[config.mk]
export PLATFORM = sky130hd
export DESIGN_NAME = sponge_wrap_seq
export DESIGN_NICKNAME = d
export VERILOG_FILES = /design/src/rtl/sponge_wrap_seq.sv
export SDC_FILE = /design/constraint.sdc
export NUM_CORES = 1
export LEC_CHECK = 0
export ABC_CLOCK_PERIOD_IN_PS = 1900
export BUFFER_PORTS_ARGS = -buffer_cell sky130_fd_sc_hd__buf_2
export CORE_ASPECT_RATIO = 0.8
export CORE_MARGIN = 3
export CORE_UTILIZATION = 47
export DETAILED_ROUTE_END_ITERATION = 10
export PLACE_DENSITY = 0.76
export SLEW_MARGIN = 20
export SYNTH_ARGS = -nofsm -noshare
export SYNTH_HDL_FRONTEND = slang
export SYNTH_SLANG_ARGS = --single-unit
[constraint.sdc]
create_clock -name clk -period 1.9 [get_ports clk]
set_input_delay 0.095 -clock clk [delete_from_list [all_inputs] [get_ports clk]]
set_output_delay 0.095 -clock clk [all_outputs]
set_load 0.005 [all_outputs]
[src/rtl/sponge_wrap_seq.sv]
// Command sequencer feeding a SpongeWrap engine: streams AD/body words in, collects result and tag words out.
// SPONGE_WRAP_SEQ_TAG_CHECK_EN: unwrap consumes and compares expected-tag words instead of emitting computed tags.
module sponge_wrap_seq #(
   parameter int unsigned RATE       = 16,
   parameter int unsigned TAG_BLOCKS = 4,
   parameter int unsigned LEN_W      = 16
) (
   input  logic             clk,
   input  logic             reset,
   input  logic             cmd_start,
   input  logic             cmd_unwrap,
   input  logic [LEN_W-1:0] ad_len,
   input  logic [LEN_W-1:0] body_len,
   input  logic             in_valid,
   output logic             in_ready,
   input  logic [RATE-1:0]  in_data,
   output logic             out_valid,
   input  logic             out_ready,
   output logic [RATE-1:0]  out_data,
   output logic             out_tag,
   output logic             busy,
   output logic             done,
   output logic             tag_ok,
   output logic             wrap_rst,
   output logic             wrap_start_continue,
   output logic             wrap_unwrap,
   output logic             wrap_data_empty,
   output logic             wrap_last_block,
   output logic [RATE-1:0]  wrap_data_in,
   input  logic             wrap_busy,
   input  logic             wrap_data_out_ready,
   input  logic [RATE-1:0]  wrap_data_out
);

   localparam int unsigned TW = $clog2(TAG_BLOCKS + 1);

`ifdef SPONGE_WRAP_SEQ_TAG_CHECK_EN
   localparam bit TAG_CHECK = 1'b1;
`else
   localparam bit TAG_CHECK = 1'b0;
`endif

   typedef enum logic [2:0] {S_IDLE, S_LOAD, S_ISSUE, S_WAIT, S_CLEAR, S_DONE} state_t;
   typedef enum logic [1:0] {PH_AD, PH_BODY, PH_TAG} phase_t;

   state_t state, state_nx;
   phase_t phase;

   logic             unwrap_r;
   logic [LEN_W-1:0] ad_cnt, body_cnt, cur_cnt;
   logic [TW-1:0]    tag_cnt;
   logic [RATE-1:0]  hold_data;
   logic             hold_empty, hold_last;
   logic             mismatch, first_wait, tag_ok_r;
   logic             tag_in, tag_wrap, load_empty, in_hs, load_go;
   logic             capture, compare, wait_exit, phase_end, tag_ok_now;

   assign tag_in     = TAG_CHECK && unwrap_r;
   assign tag_wrap   = (phase == PH_TAG) && !tag_in;
   assign load_empty = (phase != PH_TAG) && (cur_cnt == '0);
   assign phase_end  = (cur_cnt <= LEN_W'(1));
   assign in_hs      = in_valid && in_ready;
   assign tag_ok_now = TAG_CHECK && unwrap_r && !mismatch;

   always_comb begin
      cur_cnt = '0;
      case (phase)
         PH_AD:   cur_cnt = ad_cnt;
         PH_BODY: cur_cnt = body_cnt;
         PH_TAG:  cur_cnt = LEN_W'(tag_cnt);
         default: cur_cnt = '0;
      endcase
   end

   always_comb begin
      state_nx            = state;
      in_ready            = 1'b0;
      load_go             = 1'b0;
      capture             = 1'b0;
      compare             = 1'b0;
      wait_exit           = 1'b0;
      wrap_start_continue = 1'b0;
      done                = 1'b0;
      tag_ok              = tag_ok_r;
      case (state)
         S_IDLE: if (cmd_start) state_nx = S_LOAD;
         S_LOAD: begin
            // Body and wrap-tag words wait for a free output register so no result can be dropped.
            in_ready = !load_empty && !tag_wrap && !((phase == PH_BODY) && out_valid);
            load_go  = load_empty || (in_valid && in_ready) || (tag_wrap && !out_valid);
            if (load_go) state_nx = S_ISSUE;
         end
         S_ISSUE: begin
            wrap_start_continue = 1'b1;
            capture  = wrap_data_out_ready && (((phase == PH_BODY) && !hold_empty) || tag_wrap);
            compare  = wrap_data_out_ready && (phase == PH_TAG) && tag_in;
            state_nx = S_WAIT;
         end
         S_WAIT: begin
            wait_exit = !first_wait && !wrap_busy;
            if (wait_exit) state_nx = (phase_end && (phase == PH_TAG)) ? S_CLEAR : S_LOAD;
         end
         S_CLEAR: state_nx = S_DONE;
         S_DONE: begin
            done     = 1'b1;
            tag_ok   = tag_ok_now;
            state_nx = S_IDLE;
         end
         default: state_nx = S_IDLE;
      endcase
   end

   always_ff @(posedge clk) begin
      if (reset) begin
         state      <= S_IDLE;
         phase      <= PH_AD;
         unwrap_r   <= 1'b0;
         ad_cnt     <= '0;
         body_cnt   <= '0;
         tag_cnt    <= '0;
         hold_data  <= '0;
         hold_empty <= 1'b0;
         hold_last  <= 1'b0;
         mismatch   <= 1'b0;
         first_wait <= 1'b0;
         tag_ok_r   <= 1'b0;
         out_valid  <= 1'b0;
         out_data   <= '0;
         out_tag    <= 1'b0;
      end else begin
         state <= state_nx;
         if (out_valid && out_ready) out_valid <= 1'b0;
         if (capture) begin
            out_valid <= 1'b1;
            out_data  <= wrap_data_out;
            out_tag   <= (phase == PH_TAG);
         end
         case (state)
            S_IDLE: if (cmd_start) begin
               unwrap_r <= cmd_unwrap;
               ad_cnt   <= ad_len;
               body_cnt <= body_len;
               tag_cnt  <= TW'(TAG_BLOCKS);
               mismatch <= 1'b0;
               tag_ok_r <= 1'b0;
               phase    <= PH_AD;
            end
            S_LOAD: begin
               if (load_empty) begin
                  hold_data  <= '0;
                  hold_empty <= 1'b1;
                  hold_last  <= 1'b1;
               end else if (in_hs) begin
                  hold_data  <= in_data;
                  hold_empty <= 1'b0;
                  hold_last  <= (cur_cnt == LEN_W'(1));
               end
            end
            S_ISSUE: begin
               first_wait <= 1'b1;
               if (compare && ((wrap_data_out ^ hold_data) != '0)) mismatch <= 1'b1;
            end
            S_WAIT: begin
               first_wait <= 1'b0;
               if (wait_exit) begin
                  case (phase)
                     PH_AD:   if (ad_cnt != '0) ad_cnt <= ad_cnt - LEN_W'(1);
                     PH_BODY: if (body_cnt != '0) body_cnt <= body_cnt - LEN_W'(1);
                     default: if (tag_cnt != '0) tag_cnt <= tag_cnt - TW'(1);
                  endcase
                  // An empty AD/body phase still counts as one finished block.
                  if (phase_end && (phase == PH_AD)) phase <= PH_BODY;
                  if (phase_end && (phase == PH_BODY)) phase <= PH_TAG;
               end
            end
            S_DONE: tag_ok_r <= tag_ok_now;
            default: ;
         endcase
      end
   end

   assign busy            = (state != S_IDLE);
   assign wrap_rst        = reset || (state == S_CLEAR);
   assign wrap_unwrap     = unwrap_r;
   assign wrap_data_in    = hold_data;
   assign wrap_data_empty = hold_empty;
   assign wrap_last_block = hold_last;

endmodule

==> results.ini <==
[sta]
fmax_ghz = 0.465
max_slew_margin = 0.669
finalHoldViolCount = 0
fin_skew_ns = 0.0122
period_needed_ns = 2.15
fin_crit_sh = 1.13
max_slew.worst_pin.slew_ns = 0.492
fin_hold_ws_ns = 0.0167
rsz0062_at_grt = true
final-setup-viol-count = 39
finalMaxSlewViolations = 0
setup_ws_ns = -0.248

[route]
drt-vias-per-instance = 6.08
dr.pass1.iters = 5
wl_met3_um = 1360
routed_wirelength_um = 16200
final_antenna_net_count = 0
wl_per_cell_um = 19.7
drt-met1-wl_um = 6210
wl_met2_um = 7850
drt_iter0_drc = 604
routed.top_layer = met4
dr_total_vias = 5003
drc = 0

[final_layout]
final_common_cell = buf_2
antenna_cells = 0
drive_above_1_share = 0.431
syn2layout_area_growth_pct = 53.1
final_cell_mix = buf_2 (113), dfxtp_1 (71), buf_4 (70), nor2_1 (56), nand2_1 (50)
fillers = 525
fin_nets = 786
finalCoreUtilization = 0.766

[synthesis]
yosysSeqAreaShare = 0.381
ys_async_sr_fraction = 0
synth_ff_type = dfxtp_1
synth_compound_area_frac = 0.271
synthXorXnorAreaFrac = 0.00213
post-synth-top-area-cell = dfxtp_1
muxShareOfSynthArea = 0.0512
synth_area_um2 = 4100
ys_types = 64
synth-edff-count = 0
synth_top_area_frac = 0.381
syn-num-nets = 575
yosys_warnings = 0
ys_top_cells_by_area = dfxtp_1 (38%), a21oi_1 (6.3%), nor2_1 (5.2%), mux2i_1 (5.1%), nand2_1 (4.9%)
syn_avg_cell_area_um2 = 8.22
synth-simple-area-share = 0.231
synth_seq_cells = 78
synth_top_family_by_area = compound AO/OA/AOI/OAI gates
synthCells = 499
synth-adder-area-share = 0.0122

[global_route]
antenna_found_initial = 0
overflow = 0
grt_pass1_vias = 4687
grt_pass1_wl_um = 22600
grtUsageTotal = 0.279
grt_start_max_net_pins = 38

[floorplan]
start_util = 0.500
die-area_um2 = 9890
fp.dieW_um = 110
io_pins = 115
die_height_um = 89.6
coreArea_um2 = 8200
rows = 29

[clock_network]
clk_pin_slew_ns = 0.09
clockBufferDepth = 2
cts_tree = yes
numCtsBuffers = 9
clockRootBuffer = clkbuf_8
clock_latency_ns = 0.36
ctsHtreeMaxLevel = 3
clock-sinks = 78

[power_and_ir_drop]
power_density_nw_per_um2 = 948
power_leakage_uw = 0.00286
ir_drop_mv = 0.521

[worst_setup_path]
required_ns = 2.17
end_kind = flop
cp-start-kind = flop
arrival_ns = 2.41
crit_path_max_fanout = 8
path_class = flop to flop
r2r_cells = 8

[status]
outcome = finished, violations left
failed_checks = setup timing

[placement]
gp_congestion = 0.896
dp_slack_ns = -0.412
numPortBuffers = 113
hpwlAfterDp_um = 8920

[run]
cap_violations = 0

[hold_path]
hp-class = input port to flop
min_path_cells = 3

==> critical path: stages (launching register included) <==
cell and delay, ns:
dfxtp_1 0.50, or2_2 0.26, a2bb2oi_2 0.27, a211oi_4 0.12, buf_6 0.15, buf_4 0.12, buf_4 0.14, a21boi_0 0.23
mux2i_1 0.27
==> flip-flops by register name, indices dropped and copies added (netlist names) <==
signal,count
ad_cnt,16
body_cnt,16
out_data,16
wrap_data_in,16
state,3
tag_cnt,3
phase,2
first_wait,1
out_tag,1
out_valid,1
wrap_data_empty,1
wrap_last_block,1
wrap_unwrap,1
==> report_power, final <==
| part | internal (uW) | switching, uW |
|---|---|---|
| Sequential | 1790 | 163 |
| Clock | 617 | 679 |
| Combinational | 1280 | 1420 |
==> metal layers <==
metal  up-vias  global-route usage
met2       332               0.496
met4         0               0.119
met5         -                   0
li1       2227                   -
met1      2351               0.335
met3        93              0.0575
==> synth_stat cells (all sizes together), types with 2 or more instances <==
cell / n
nand2b: 8
dfxtp: 78
o21ai: 35
a221oi: 3
or3: 3
a41oi: 2
nand3: 12
o32ai: 4
nand2: 54
a32o: 4
a22oi: 5
mux2i: 21
o221a: 2
or2: 3
nor2: 57
a21o: 4
nor4: 13
ha: 4
a211oi: 10
nor3b: 6
a31oi: 4
a22o: 17
and2: 3
inv: 11
a21boi: 2
nor3: 14
a21oi: 53
o41ai: 3
clkbuf: 21
nor2b: 3
buf: 12
o21a: 7
nand3b: 3
or4: 3
==> cell families after synthesis <==
group           count (synthesis)
simple gates                  188
compound gates                161
flops                          78
buf+inv                        45
mux                            21
fa+ha+maj                       4
other cells                     1
xor+xnor                        1
==> per-stage QoR <==
stage / instances / setup TNS, ns / power (uW) / cell area (um2)
final: 823 / -5.42 / 5960 / 6280
after global placement: 757 / -3.90 / 3880 / 5250
after CTS: 816 / -0.158 / 5480 / 5990
after global routing: 823 / -7.26 / 6210 / 6280
after floorplan: 499 / -0.337 / 3110 / 4140
after detailed placement: 757 / -6.62 / 3940 / 5250
==> final timing paths <==
check / start / endpoint / slack, ns
worst min register to register: wrap_data_in[15] / wrap_data_in[15] / 0.49
worst max register to register: phase[0] / phase[0] / -0.25
worst max-delay path: phase[0] / phase[0] / -0.25
worst min-delay path: wrap_data_out[3] / out_data[3] / 0.02
==> layout make-up <==
class	count	area [um2]	area share
clock buffers	10	128	0.0203
clock inverters	6	70.1	0.0112
inverters	12	45.0	0.00717
multi-input cells	376	2650	0.422
flip-flops and latches	78	1570	0.250
well taps	108	135	0.0215
repair buffers	233	1690	0.268
==> repair_timing <==
action / CTS / global route
setup endpoints to repair: 42 / 54
gates resized for setup: 23 / 70
cloned: 1 / 2
hold buffers: 31 / 0
pin swaps: 11 / 15
endpoints found under the hold margin: 31 / 0
buffers inserted: 12 / 6
No activity file was read; power rests on OpenSTA's default activity.
